--- src/rtl/cpu_pkg.sv ---
// Shared definitions for the CPU sequencer: opcode constants, state
// encoding and the opcode class record produced by the decoder.
package cpu_pkg;

    localparam int OP_W = 4;

    localparam logic [OP_W-1:0] OP_LB   = 4'd0;
    localparam logic [OP_W-1:0] OP_STR  = 4'd1;
    localparam logic [OP_W-1:0] OP_LIM  = 4'd2;
    localparam logic [OP_W-1:0] OP_MVB  = 4'd3;
    localparam logic [OP_W-1:0] OP_MVF  = 4'd4;
    localparam logic [OP_W-1:0] OP_SUB  = 4'd5;
    localparam logic [OP_W-1:0] OP_SFT  = 4'd6;
    localparam logic [OP_W-1:0] OP_ADD  = 4'd7;
    localparam logic [OP_W-1:0] OP_INC  = 4'd8;
    localparam logic [OP_W-1:0] OP_LHB  = 4'd9;
    localparam logic [OP_W-1:0] OP_BNE  = 4'd10;
    localparam logic [OP_W-1:0] OP_BEQ  = 4'd11;
    localparam logic [OP_W-1:0] OP_BLT  = 4'd12;
    localparam logic [OP_W-1:0] OP_JMP  = 4'd13;
    localparam logic [OP_W-1:0] OP_HALT = 4'd14;
    localparam logic [OP_W-1:0] OP_TBA  = 4'd15;

    typedef enum logic [2:0] {
        ST_IDLE   = 3'd0,
        ST_FETCH  = 3'd1,
        ST_DECODE = 3'd2,
        ST_EXEC   = 3'd3,
        ST_MEM    = 3'd4,
        ST_WB     = 3'd5,
        ST_HALTED = 3'd6
    } state_e;

    typedef struct packed {
        logic is_mem;
        logic is_store;
        logic is_branch;
        logic is_jump;
        logic writes_reg;
        logic uses_alu;
    } op_class_t;

endpackage

--- src/rtl/cpu_seq_class.sv ---
// Combinational opcode classifier feeding the sequencer's EXEC/MEM/WB choices.
module cpu_seq_class
    import cpu_pkg::*;
(
    input  logic [OP_W-1:0] opcode,
    output op_class_t       cls
);

    // Map each opcode to its class flags; unlisted codes (HALT, TBA) have none.
    always_comb begin
        cls = '0;
        case (opcode)
            OP_LB:   begin cls.is_mem = 1'b1; cls.writes_reg = 1'b1; end
            OP_STR:  begin cls.is_mem = 1'b1; cls.is_store = 1'b1; end
            OP_LIM,
            OP_MVB,
            OP_MVF:  cls.writes_reg = 1'b1;
            OP_ADD,
            OP_SUB,
            OP_SFT,
            OP_INC,
            OP_LHB:  begin cls.uses_alu = 1'b1; cls.writes_reg = 1'b1; end
            OP_BNE,
            OP_BEQ,
            OP_BLT:  begin cls.uses_alu = 1'b1; cls.is_branch = 1'b1; end
            OP_JMP:  begin cls.uses_alu = 1'b1; cls.is_jump = 1'b1; end
            default: cls = '0;
        endcase
    end

endmodule

--- src/rtl/cpu_sequencer.sv ---
// Multi-cycle CPU control sequencer: fetch, decode, execute, memory and
// write-back phases with a retired-instruction counter.
module cpu_sequencer
    import cpu_pkg::*;
#(
    parameter int PC_W  = 8,
    parameter int CNT_W = 16
) (
    input  logic             clk,
    input  logic             rst_n,
    input  logic             start,
    input  logic [8:0]       instr,
    input  logic             imem_ready,
    input  logic             dmem_ready,
    input  logic             br_taken,
    output logic             imem_req,
    output logic             ir_load,
    output logic             alu_en,
    output logic             dmem_req,
    output logic             dmem_we,
    output logic             reg_we,
    output logic             pc_inc,
    output logic             pc_load,
    output logic             halted,
    output logic [2:0]       state_o,
    output logic [CNT_W-1:0] retired
);

    // Counter never narrower than the PC; the port shows the low CNT_W bits,
    // so the visible count still wraps modulo 2^CNT_W.
    localparam int RET_W = (CNT_W > PC_W) ? CNT_W : PC_W;

    state_e           state_r;
    state_e           state_s;
    logic [OP_W-1:0]  op_r;
    logic             imm_r;
    logic [RET_W-1:0] retired_r;
    op_class_t        cls_s;
    logic             unused_s;

    cpu_seq_class u_class (
        .opcode (op_r),
        .cls    (cls_s)
    );

    // The immediate flag and low instruction bits belong to the datapath.
    assign unused_s = ^{imm_r, instr[3:0]};

    assign state_o = state_r;
    assign retired = retired_r[CNT_W-1:0];

    // State, instruction-register fields and retired counter.
    always_ff @(posedge clk) begin
        if (!rst_n) begin
            state_r   <= ST_IDLE;
            op_r      <= 4'd0;
            imm_r     <= 1'b0;
            retired_r <= '0;
        end else begin
            state_r <= state_s;
            if (ir_load) begin
                op_r  <= instr[8:5];
                imm_r <= instr[4];
            end
            if (pc_inc || pc_load) begin
                retired_r <= retired_r + {{(RET_W-1){1'b0}}, 1'b1};
            end
        end
    end

    // Next-state and strobe decode; ready inputs only matter in their wait states.
    always_comb begin
        state_s  = state_r;
        imem_req = 1'b0;
        ir_load  = 1'b0;
        alu_en   = 1'b0;
        dmem_req = 1'b0;
        dmem_we  = 1'b0;
        reg_we   = 1'b0;
        pc_inc   = 1'b0;
        pc_load  = 1'b0;
        halted   = 1'b0;
        case (state_r)
            ST_IDLE: begin
                if (start) state_s = ST_FETCH;
                else       state_s = ST_IDLE;
            end
            ST_FETCH: begin
                imem_req = 1'b1;
                if (imem_ready) begin
                    ir_load = 1'b1;
                    state_s = ST_DECODE;
                end else begin
                    state_s = ST_FETCH;
                end
            end
            ST_DECODE: begin
                if (op_r == OP_HALT) begin
                    state_s = ST_HALTED;
                end else if (op_r == OP_TBA) begin
                    pc_inc  = 1'b1;
                    state_s = ST_FETCH;
                end else begin
                    state_s = ST_EXEC;
                end
            end
            ST_EXEC: begin
                alu_en = cls_s.uses_alu;
                if (cls_s.is_mem) begin
                    state_s = ST_MEM;
                end else if (cls_s.is_jump) begin
                    pc_load = 1'b1;
                    state_s = ST_FETCH;
                end else if (cls_s.is_branch) begin
                    if (br_taken) pc_load = 1'b1;
                    else          pc_inc  = 1'b1;
                    state_s = ST_FETCH;
                end else begin
                    state_s = ST_WB;
                end
            end
            ST_MEM: begin
                dmem_req = 1'b1;
                dmem_we  = cls_s.is_store;
                if (!dmem_ready) begin
                    state_s = ST_MEM;
                end else if (cls_s.is_store) begin
                    pc_inc  = 1'b1;
                    state_s = ST_FETCH;
                end else begin
                    state_s = ST_WB;
                end
            end
            ST_WB: begin
                reg_we  = cls_s.writes_reg;
                pc_inc  = 1'b1;
                state_s = ST_FETCH;
            end
            ST_HALTED: begin
                halted  = 1'b1;
                state_s = ST_HALTED;
            end
            default: state_s = ST_IDLE;
        endcase
    end

endmodule

--- config.mk ---
export PLATFORM = sky130hd
export DESIGN_NAME = cpu_sequencer
export DESIGN_NICKNAME = d
export VERILOG_FILES = /design/src/rtl/cpu_pkg.sv /design/src/rtl/cpu_seq_class.sv /design/src/rtl/cpu_sequencer.sv
export SDC_FILE = /design/constraint.sdc
export NUM_CORES = 1
export LEC_CHECK = 0
export ABC_CLOCK_PERIOD_IN_PS = 1800
export BUFFER_PORTS_ARGS = -buffer_cell sky130_fd_sc_hd__buf_2
export CORE_ASPECT_RATIO = 0.7
export CORE_MARGIN = 3
export CORE_UTILIZATION = 28
export DETAILED_ROUTE_END_ITERATION = 10
export GPL_ROUTABILITY_DRIVEN = 0
export REMOVE_ABC_BUFFERS = 1
export SLEW_MARGIN = 20
export SYNTH_ARGS = -nofsm -noshare
export SYNTH_HDL_FRONTEND = slang
export SYNTH_SLANG_ARGS = --single-unit
--- constraint.sdc ---
create_clock -name clk -period 1.8 [get_ports clk]
set_input_delay 0.45 -clock clk [delete_from_list [all_inputs] [get_ports clk]]
set_output_delay 0.45 -clock clk [all_outputs]
set_load 0.01 [all_outputs]
[Word-level counts from Yosys, hierarchy flattened]
Index checks and enable logic that the tools add are counted.
Word-level totals
  register bits after elaboration: 23
Cells by class
  add/subtract/negate cells: 1
  reduce and logical (&&, ||, !) cells: 7
  multiplexer cells: 38
  equal/unequal tests: 21
Operators with widths (number)
  $eq A4 B4 Y1 const B: 8
  $mux W1: 28
  $pmux W3 S7: 1
  $mux W3: 6
  $reduce_or A9 Y1: 2
  $add A16 B1 Y16 const B: 1
  $eq A4 B3 Y1 const B: 4
  $eq A3 B3 Y1 const B: 3
  $eq A4 B2 Y1 const B: 2
  $eq A3 B2 Y1 const B: 2
  $eq A4 B1 Y1 const B: 1
  $logic_not A4 Y1: 1
  $mux W2: 2
  $pmux W1 S4: 1
  $eq A3 B1 Y1 const B: 1
  $logic_not A3 Y1: 1
  $reduce_or A3 Y1: 1
  $reduce_or A2 Y1: 1
  $logic_or A1 B1 Y1: 1

[Longest topological paths before layout]
  depth after elaboration: 8
  depth in mapped cells: 6
  gate-level depth less buffers: 4

[Modules after synthesis]
From an unflattened synthesis, not the netlist that was laid out.
Second synthesis, totals
  cell total of the unflattened synthesis: 180
  area, all modules: 1443.9 µm²
Modules (own cells, without submodules)
  cpu_sequencer: seq. area each 460.4 µm², cells each 168, times used 1, area an instance 1367.6 µm²
  cpu_seq_class: seq. area each 0.0 µm², cells each 12, times used 1, area an instance 76.3 µm²

[Worst setup path before layout]
No wires, ideal clock.
  path kind: reg2out
  start: reg state_r[0], in the netlist state_o[0]
  end: out ir_load
  data required time: 1.350 ns
  slack: 0.073 ns
  buffers on the path: 2
  cell stages (with the launch flop): 5
  arrival time: 1.277 ns
  cells stage by stage: dfxtp_1 > buf_2 > nor3b_1 > and2_1 > buf_2
On the way
  longest elaborated chain between the ends: 2
Ends and longest elaborated chain
  start, declared: line cpu_sequencer.sv:33  | state_e state_r;
  start signal, assigned: line cpu_sequencer.sv:60  | state_r <= state_s;
  $eq A3 B1 Y1: line cpu_sequencer.sv:83  | case (state_r)
  $mux W1: line cpu_sequencer.sv:83
  end, declared: line cpu_sequencer.sv:17  | output logic ir_load,
No other way between the ends.

[Worst setup path in the final report]
  start: reg op_r[3]
  end: out pc_inc
On the way
  longest elaborated chain between the ends: 7
  elaborated cells between the ends (all ways): 22
  classes of those cells: eq/ne: 7; mux: 12; reduce/logical: 3
Ends and longest elaborated chain
  start, declared: line cpu_sequencer.sv:35  | logic [OP_W-1:0] op_r;
  start signal, assigned: line cpu_sequencer.sv:62  | op_r <= instr[8:5];
  $eq A4 B4 Y1: line cpu_seq_class.sv:12  | case (opcode)
  $reduce_or A3 Y1
  $mux W1: line cpu_seq_class.sv:12
  $mux W1: line cpu_sequencer.sv:114  | end else if (cls_s.is_branch) begin
  $mux W1: line cpu_sequencer.sv:111  | end else if (cls_s.is_jump) begin
  $mux W1: line cpu_sequencer.sv:109  | if (cls_s.is_mem) begin
  $pmux W1 S4 (*): line cpu_sequencer.sv:83
  end, declared: line cpu_sequencer.sv:22  | output logic pc_inc,
Mark *: on every way between the ends. The rest lies on a longest branch, timed or not.

==> impl_metrics.py <==
metrics = {
    "timing": {
        "maxSlewHeadroom_pct": 74.0,
        "fin_ws_ps": -148,
        "rsz0062_at_grt": "yes",
        "max_clock_freq_mhz": 513,
        "fin_worst_skew_ps": 1.36,
        "tightest_slew_ps": 387,
        "whs_ps": 418,
        "min_period_ps": 1950,
        "min_period_over_period_pct": 108,
        "slew_viol_final": 0,
        "hold_viol_final": 0,
        "setup_violations": 4,
    },
    "synthesis": {
        "synth.yosys.warnings": 0,
        "synth.top_cell.area_share_pct": 30.1,
        "syn-mean-instance-area_um2": 8.45,
        "synthTopCellsByArea": "dfxtp_1 (30%), mux2i_1 (12%), nand2b_1 (5.7%)",
        "syn_inst": 181,
        "synth_edf_count": 0,
        "yosysUniqueCellTypes": 42,
        "synth_top_area_cell": "dfxtp_1",
        "synth-seq-area-share_pct": 30.1,
        "synth_ff_type": "dfxtp_1",
        "ys_ff_latch": 23,
        "async_reset_ff_share_pct": 0,
        "synth_area_mm2": 0.00153,
    },
    "layout": {
        "nets": 248,
        "final.fill_count": 512,
        "final_util_pct": 40.5,
        "diodes": 0,
        "area_growth_syn_to_layout_pct": 33.0,
        "drive_gt1_share_pct": 39.4,
    },
    "floorplan": {
        "fp.dieArea_mm2": 0.00640,
        "coreArea_mm2": 0.00502,
        "die_x_um": 94.3,
        "pin_count": 43,
        "initial_core_util_pct": 30.5,
        "floorplan.rows": 21,
        "die_h_um": 67.8,
    },
    "setup_path": {
        "worstPathMaxFanout": 4,
        "critPathLaunchType": "register",
        "path_class": "register to output port",
        "crit_arrival_ps": 1500,
        "ff2ff_path_depth": 5,
        "max_stage_delay_ps": 400,
        "slowest_stage": "nor4b_4",
        "worstPathRequired_ps": 1350,
        "cp-end-kind": "output port",
        "critPathBufInv": 1,
        "cp.depth": 5,
        "crit_family": "simple AND/OR/NAND/NOR gates",
        "crit_chain": "nor4b_4, a21oi_2, o32a_1, nand2_1, buf_2",
    },
    "clocking": {
        "cts_sinks": 23,
        "clk_pin_slew_ps": 80,
        "root_buffer": "clkbuf_8",
        "worst_skew_pair.late_latency_ps": 260,
        "cts_buffers": 3,
        "clk_path_buf_depth": 2,
        "cts_tree": "built",
        "holdBufCountCts": 0,
        "cts-htree-levels": 1,
    },
    "placement": {
        "dp_hpwl_mm": 3.01,
        "io_buffer_count": 37,
    },
    "global_route": {
        "grt_overflow": 0,
        "grt_start_max_net_pins": 21,
        "grt_pass1_wl_mm": 6.76,
        "track_usage_pct": 13.3,
        "grt_pass1_vias": 1357,
        "antenna_found_initial": 0,
    },
    "outcome": {
        "violations": "setup timing",
        "status": "finished with violations",
    },
    "power": {
        "power.leakage_nw": 0.863,
        "power_density_mw_per_mm2": 514,
        "vdd_drop_max_mv": 0.256,
    },
    "route": {
        "postRouteWirelength_mm": 4.14,
        "initialDrtViolationCount": 107,
        "final_antenna_net_count": 0,
        "drc": 0,
        "vias": 1499,
        "routed_via_density": 5.00,
        "drtPass1Iterations": 4,
        "post_drt_wl_per_cell_um": 13.8,
    },
    "flow_run": {
        "cap_violations": 0,
    },
    "min_path": {
        "hold_path_depth": 3,
        "hp-class": "primary input to register",
    },
}
-- synthesized netlist by cell type (3+ instances only) --
library cell / count
dfxtp_1: 23
nand2_1: 20
mux2i_1: 18
nand2b_1: 14
nor2_1: 12
a21oi_1: 7
buf_2: 6
nand4_1: 6
a311oi_2: 5
clkbuf_1: 5
nor2b_1: 5
a31oi_1: 4
inv_1: 4
nand3_1: 4
o31ai_1: 4
a211oi_1: 3
and3_1: 3
and4_1: 3
nor3_1: 3
o21ai_0: 3
-- final timing paths --
check	startpoint	endpoint	slack, ps
worst min register to register	retired[8]$_SDFFE_PN0P_	retired[8]$_SDFFE_PN0P_	480
worst max register to register	op_r[3]$_SDFFE_PN0P_	retired[13]$_SDFFE_PN0P_	90
worst min-delay path	instr[5]	op_r[0]$_SDFFE_PN0P_	420
worst max-delay path	op_r[3]$_SDFFE_PN0P_	pc_inc	-150
-- power by group --
group | switching [mW] | internal, mW
logic | 0.0966 | 0.0895
registers | 0.0148 | 0.519
clock network | 0.166 | 0.158
total | 0.278 | 0.767
-- stage by stage --
step	instance area, µm²	cells	setup TNS [ps]	total power [mW]	setup WS, ps
finish	2030	300	-332	1.04	-148
global route	2030	300	-673	1.10	-241
CTS	1970	297	-289	1.05	-140
detailed placement	1870	291	0	0.709	1.55
global placement	1870	291	0	0.708	13.1
floorplan	1440	165	0	0.625	45.3
-- routing by layer --
layer | routed length [µm] | part of all wire [%] | track usage [%]
met5 | 0 | 0 | 0
met4 | 30 | 0.73 | 2.16
met3 | 283 | 6.8 | 3.52
met2 | 1680 | 41 | 19.6
met1 | 2150 | 52 | 19.7
-- cells by family (layout without fill, tap and decap cells) --
family                   count (synthesis)  in the layout  synth area share [%]
multiplexers                            18             18                  11.8
AO/OA/AOI/OAI                           35             35                  18.4
adder cells (fa/ha/maj)                  1              1                 0.818
flip-flops                              23             23                  30.1
AND/OR/NAND/NOR                         83             84                  31.4
XOR/XNOR                                 1              1                 0.573
buffers and inverters                   20             69                  6.87
-- layout make-up --
class | count | area, µm² | area share [%]
inverters | 4 | 15.0 | 0.738
multi-input cells | 139 | 1030 | 50.6
well taps | 69 | 86.3 | 4.25
repair buffers | 61 | 385 | 19.0
clock buffers | 4 | 45.0 | 2.22
flip-flops and latches | 23 | 472 | 23.2
-- sequential cells by signal, indices dropped and copies added, names as in the netlist --
name     cells
op_r         4
state_o      3
retired     16
-- cells in the final DEF (no fill, tap or decap), types with 3 or more instances in the layout --
| master | instances |
|---|---|
| dfxtp_2 | 3 |
| clkbuf_8 | 3 |
| nand2_1 | 20 |
| a21oi_1 | 6 |
| a311oi_2 | 7 |
| inv_1 | 4 |
| nor2b_1 | 3 |
| and4_1 | 3 |
| buf_2 | 37 |
| nand3_1 | 4 |
| nand4_1 | 6 |
| a31oi_1 | 3 |
| dfxtp_1 | 18 |
| nand2b_1 | 14 |
| o31ai_1 | 4 |
| and3_1 | 3 |
| mux2i_1 | 18 |
| nor2_1 | 11 |
| buf_4 | 21 |
-- worst reg2reg max path, delay by kind of cell (launching register included) --
kind            cells  cell delay (ps)
buf+inv             1              210
mux                 1              200
compound gates      1              320
simple gates        2              570
flops               1              360
-- repair_timing --
action                                  4_1_cts  5_1_grt
buffers inserted                              2        2
pin swaps                                     2        6
resized for setup                            11       13
endpoints found under the setup margin        6       19
gates cloned                                  0        1
Power figures use the tool's default switching activity.
